### src/rtl/nn_ctrl_pkg.sv
// Shared definitions for the inference controller and the display path:
// state codes, the blank-digit value and the layer index width.
package nn_ctrl_pkg;

  localparam int STATE_W = 4;
  localparam int LAYER_W = 2;

  localparam logic [3:0] ST_IDLE        = 4'd0;
  localparam logic [3:0] ST_LAYER_START = 4'd1;
  localparam logic [3:0] ST_LAYER_WAIT  = 4'd2;
  localparam logic [3:0] ST_AM_START    = 4'd3;
  localparam logic [3:0] ST_AM_WAIT     = 4'd4;
  localparam logic [3:0] ST_DONE        = 4'd5;
  localparam logic [3:0] ST_ERROR       = 4'd6;

  // Value shown as an empty digit on the 7-segment display.
  localparam logic [3:0] BLANK_DIGIT = 4'd10;

  // A run is in progress in every state except the three resting states.
  function automatic logic is_busy(input logic [3:0] st);
    return !((st == ST_IDLE) || (st == ST_DONE) || (st == ST_ERROR));
  endfunction

  // States where a new start edge is accepted.
  function automatic logic is_resting(input logic [3:0] st);
    return (st == ST_IDLE) || (st == ST_DONE) || (st == ST_ERROR);
  endfunction

  // States that wait for a done pulse under the watchdog.
  function automatic logic is_wait(input logic [3:0] st);
    return (st == ST_LAYER_WAIT) || (st == ST_AM_WAIT);
  endfunction

endpackage

### src/rtl/nn_watchdog.sv
// Cycle counter guarding a handshake wait. It is cleared on the cycle before
// a wait state is entered, counts while enabled, and flags the last allowed
// cycle so the controller can leave for ERROR if no done pulse shows up.
module nn_watchdog #(
  parameter int LIMIT = 4096
) (
  input  logic clk,
  input  logic resetn,
  input  logic clear,
  input  logic enable,
  output logic expired
);

  localparam int CNT_W = (LIMIT > 1) ? $clog2(LIMIT) : 1;

  logic [CNT_W-1:0] count_reg;

  // Count cycles spent in the wait state; restart on each new wait.
  always_ff @(posedge clk or negedge resetn) begin
    if (!resetn) begin
      count_reg <= '0;
    end else if (clear) begin
      count_reg <= '0;
    end else if (enable) begin
      count_reg <= count_reg + CNT_W'(1);
    end
  end

  // High only on the final cycle of the allowed window.
  always_comb begin
    expired = enable && (count_reg == CNT_W'(LIMIT - 1));
  end

endmodule

### src/rtl/nn_inference_sequencer.sv
// Top-level inference controller: turns a start edge into per-layer
// matrix-multiply handshakes followed by one argmax handshake, latches the
// class for display and reports state for LED debug. A watchdog aborts any
// wait that never sees its done pulse.
module nn_inference_sequencer
  import nn_ctrl_pkg::*;
#(
  parameter int NUM_LAYERS     = 3,
  parameter int TIMEOUT_CYCLES = 4096
) (
  input  logic         clk,
  input  logic         resetn,
  input  logic         start,
  output logic         mm_start,
  output logic [1:0]   mm_layer,
  output logic         relu_en,
  input  logic         mm_done,
  output logic         am_start,
  input  logic         am_done,
  input  logic [3:0]   am_result,
  output logic         busy,
  output logic         done,
  output logic         timeout,
  output logic [3:0]   result,
  output logic [3:0]   current_state
);

  localparam logic [LAYER_W-1:0] LAST_LAYER = LAYER_W'(NUM_LAYERS - 1);

  logic                 start_q;
  logic                 go;
  logic [3:0]           state_reg;
  logic [3:0]           state_next;
  logic [LAYER_W-1:0]   layer_reg;
  logic [LAYER_W-1:0]   layer_next;
  logic [3:0]           result_reg;
  logic [3:0]           result_next;
  logic                 mm_start_reg;
  logic                 am_start_reg;
  logic                 busy_reg;
  logic                 done_reg;
  logic                 timeout_reg;
  logic                 wd_clear;
  logic                 wd_enable;
  logic                 wd_expired;

  assign go = start & ~start_q;

  // Watchdog restarts whenever a start state hands over to its wait state.
  assign wd_clear  = (state_reg == ST_LAYER_START) || (state_reg == ST_AM_START);
  assign wd_enable = is_wait(state_reg);

  nn_watchdog #(
    .LIMIT (TIMEOUT_CYCLES)
  ) u_watchdog (
    .clk     (clk),
    .resetn  (resetn),
    .clear   (wd_clear),
    .enable  (wd_enable),
    .expired (wd_expired)
  );

  // Next-state, layer index and result selection for the sequencer.
  always_comb begin
    state_next  = state_reg;
    layer_next  = layer_reg;
    result_next = result_reg;
    case (state_reg)
      ST_IDLE, ST_DONE, ST_ERROR: begin
        if (go) begin
          state_next  = ST_LAYER_START;
          layer_next  = '0;
          result_next = BLANK_DIGIT;
        end
      end
      ST_LAYER_START: begin
        state_next = ST_LAYER_WAIT;
      end
      ST_LAYER_WAIT: begin
        // A done pulse on the expiry cycle still counts as success.
        if (mm_done) begin
          if (layer_reg == LAST_LAYER) begin
            state_next = ST_AM_START;
          end else begin
            layer_next = layer_reg + LAYER_W'(1);
            state_next = ST_LAYER_START;
          end
        end else if (wd_expired) begin
          state_next = ST_ERROR;
        end
      end
      ST_AM_START: begin
        state_next = ST_AM_WAIT;
      end
      ST_AM_WAIT: begin
        if (am_done) begin
          result_next = am_result;
          state_next  = ST_DONE;
        end else if (wd_expired) begin
          state_next = ST_ERROR;
        end
      end
      default: begin
        state_next = ST_IDLE;
      end
    endcase
    // The layer index only has meaning during a run.
    if (is_resting(state_next)) begin
      layer_next = '0;
    end
  end

  // State, edge-detect history and registered outputs.
  always_ff @(posedge clk or negedge resetn) begin
    if (!resetn) begin
      start_q      <= 1'b0;
      state_reg    <= ST_IDLE;
      layer_reg    <= '0;
      result_reg   <= BLANK_DIGIT;
      mm_start_reg <= 1'b0;
      am_start_reg <= 1'b0;
      busy_reg     <= 1'b0;
      done_reg     <= 1'b0;
      timeout_reg  <= 1'b0;
    end else begin
      start_q      <= start;
      state_reg    <= state_next;
      layer_reg    <= layer_next;
      result_reg   <= result_next;
      mm_start_reg <= (state_next == ST_LAYER_START);
      am_start_reg <= (state_next == ST_AM_START);
      busy_reg     <= is_busy(state_next);
      done_reg     <= (state_next == ST_DONE);
      timeout_reg  <= (state_next == ST_ERROR);
    end
  end

  assign mm_start      = mm_start_reg;
  assign am_start      = am_start_reg;
  assign mm_layer      = layer_reg;
  assign relu_en       = (layer_reg < LAST_LAYER);
  assign busy          = busy_reg;
  assign done          = done_reg;
  assign timeout       = timeout_reg;
  assign result        = result_reg;
  assign current_state = state_reg;

endmodule

### config.mk
export PLATFORM = sky130hd
export DESIGN_NAME = nn_inference_sequencer
export DESIGN_NICKNAME = d
export VERILOG_FILES = /design/src/rtl/nn_ctrl_pkg.sv /design/src/rtl/nn_watchdog.sv /design/src/rtl/nn_inference_sequencer.sv
export SDC_FILE = /design/constraint.sdc
export NUM_CORES = 1
export LEC_CHECK = 0
export CELL_PAD_IN_SITES_DETAIL_PLACEMENT = 0
export CELL_PAD_IN_SITES_GLOBAL_PLACEMENT = 2
export CORE_MARGIN = 1
export CORE_UTILIZATION = 35
export DETAILED_ROUTE_END_ITERATION = 6
export PLACE_DENSITY_LB_ADDON = 0.1
export SYNTH_ARGS = -nofsm -noshare
export SYNTH_HDL_FRONTEND = slang
export SYNTH_SLANG_ARGS = --single-unit
export TNS_END_PERCENT = 20
### constraint.sdc
create_clock -name clk -period 3 [get_ports clk]
set_clock_uncertainty 0.1 [all_clocks]
set_input_delay 0.45 -clock clk [delete_from_list [all_inputs] [get_ports clk]]
set_output_delay 0.45 -clock clk [all_outputs]
set_load 0.01 [all_outputs]
==> impl_metrics.ini <==
[timing]
period_share = 0.745
whs_ns = 0.423
hold_violations = 0
max_freq_mhz = 448
grt_setup_unrepaired = no
min_period_ns = 2.23
slew_viol_final = 0
tns_ns = 0
setup_viol = 0

[yosys]
synth-edff-count = 0
synth_seq_cells = 28
syn_avg_cell_area_sq_um = 9.76
synth_top_family_by_area = simple AND/OR/NAND/NOR gates
synth_xor_area_frac = 0.0511
synth-async-reset-ratio = 1.00
syn_area_sq_um = 1540
synth_fp_nets = 169
syn_inst = 158
yosys-top-cells-area = dfrtp_1 42%, nor2_1 5.4%, dfstp_2 3.4%, xor2_1 2.8%, mux2i_1 2.6%
seq_area_frac_synth = 0.456
synth_largest_area_cell = dfrtp_1
synth-main-ff-cell = dfrtp_1
yosysTopAreaCellShare = 0.422
yosysWarnings = 0
yosysUniqueCellTypes = 47
synth-simple-area-share = 0.246
synth_mux_area_frac = 0.0333
synth-adder-area-share = 0.0162
synth_compound_area_frac = 0.148

[min_path]
min-delay-start = result[2]
min_to = result[2]
hold_path_class = register to register
whs_path_depth = 1

[die]
core_sq_um = 4120
io_pins = 25
std_cell_rows = 23
initial_core_util = 0.375
die_area_sq_um = 4680
die-height_um = 68.4
die_width_um = 68.4

[finish]
fillers = 402
area_growth_syn_to_layout_pct = 24.2
mostFrequentLayoutCells = 26 x dfrtp_1, 24 x clkdlybuf4s50_1, 22 x nor2_1
fin_util = 0.465
fin_nets = 196
drive_gt1_frac = 0.0978
diodes = 0
final_common_cell = dfrtp_1
largest_register_ffs = 12

[outcome]
status = finished clean

[global_routing]
met3_usage = 0.0300
busiest_layer = met2
grt-ovfl-total = 0
use_met1 = 0.233
antenna_found_initial = 0
track_usage = 0.161
grt_util_met2 = 0.241
grt_pass1_vias = 1194
grt_pass1_wl_mm = 5.60
grt_start_max_net_pins = 29

[detailed_routing]
vias = 1237
drt_iter0_markers = 80
drt_wl_total_mm = 3.35
antenna_left = 0
first_pass_iters = 4
wire_per_inst_um = 14.3
drcViolationCount = 0
vias_per_cell = 5.29

[power_and_ir_drop]
leakage_nw = 0.828
ir_drop_mv = 0.304
p_total_mw = 1.30
power_density_nw_per_um2 = 678

[place]
io_buffer_count = 24
hpwl_mm = 2.42
gp_congestion = 0.771

[cts]
cts_buffers = 3
cts_tree = yes
clock-sinks = 28
htree_num_levels = 1
root_buffer = clkbuf_8
cts_max_path_buffers = 2
cts_setup_buffers = 0
ctsHoldBuffers = 0
clk_pin_slew_ns = 0.10
worstSkewPairLatency_ns = 0.27
cts-resized-gates = 0

[worst_setup_path]
critPathMaxFanout = 6
r2r-start = u_watchdog.count_reg[0]
cp-end-kind = register
worstPathRequired_ns = 3.10
crit_arrival_ns = 2.33
worstSetupPathType = input port to register
r2r-end = mm_layer[1]
worst_setup_path_start_kind = input port
r2r_cells = 7
r2r_slack_ns = 0.78

[flow_run]
maxCapViolations = 0
[report_power, final]
part           internal, mW  total (mW)  switching, mW
clock network         0.179       0.297          0.119
registers             0.443       0.528         0.0858
logic                 0.237       0.473          0.236
[worst max path at each step]
stage	cells after the start	from	slack [ns]	endpoint
4_1_cts	7	am_done	0.78	mm_layer[1]
2_1_floorplan	7	current_state[0]	0.95	u_watchdog.count_reg[9]
3_3_place_gp	7	am_done	0.51	mm_layer[1]
5_1_grt	6	current_state[2]	0.56	mm_layer[1]
6_report	7	am_done	0.77	mm_layer[1]
3_5_place_dp	7	am_done	0.49	mm_layer[1]
[critical path, stage by stage]
cell             delay (ns)
clkdlybuf4s50_1        0.57
nor2_1                 0.06
a2111oi_0              0.38
a21oi_1                0.09
o22a_1                 0.28
mux2_1                 0.35
o22ai_1                0.15
[Yosys cell counts (2+ instances only)]
| library cell | number |
|---|---|
| nor2_1 | 22 |
| a211oi_1 | 2 |
| xor2_1 | 5 |
| inv_1 | 7 |
| clkbuf_1 | 4 |
| nor4b_1 | 2 |
| nor3b_1 | 2 |
| xnor2_1 | 4 |
| dfrtp_1 | 26 |
| o21ai_0 | 4 |
| a22o_1 | 4 |
| and4_1 | 2 |
| and2_1 | 2 |
| o22a_1 | 3 |
| nand2b_1 | 4 |
| nand4_1 | 4 |
| and3_1 | 5 |
| a22oi_1 | 2 |
| dfstp_2 | 2 |
| mux2i_1 | 4 |
| a21oi_1 | 5 |
| ha_1 | 2 |
| nand2_1 | 7 |
| nand3_1 | 6 |
| nor3_1 | 4 |
| nor2b_1 | 2 |
| buf_4 | 2 |
[area by class of cell]
class / count / area (sq um) / area share
flip-flops and latches: 28 / 703 / 0.367
repair buffers: 30 / 285 / 0.149
inverters: 7 / 26.3 / 0.0137
well taps: 50 / 62.6 / 0.0327
clock inverters: 1 / 30.0 / 0.0157
multi-input cells: 115 / 767 / 0.400
clock buffers: 3 / 41.3 / 0.0216
[cells by family after synthesis]
kind of cell             count (synthesis)
multiplexers                             5
buffers and inverters                   15
adder cells (fa/ha/maj)                  2
flip-flops                              28
XOR/XNOR                                 9
AND/OR/NAND/NOR                         69
AO/OA/AOI/OAI                           29
other                                    1
[through the flow]
stage                     std cells  worst slack [ns]  cell area [sq um]
after detailed placement        230             0.488               1840
after global placement          230             0.509               1840
after floorplan                 158             0.951               1540
after global routing            234             0.563               1920
final                           234             0.766               1920
after CTS                       234             0.777               1920
[per-layer routing]
metal | share of wire | wire length [um]
met3 | 0.036 | 119
met4 | 0.0057 | 19
met2 | 0.43 | 1440
met5 | 0 | 0
met1 | 0.53 | 1770
Note: power is estimated with default switching activity, not from simulation.
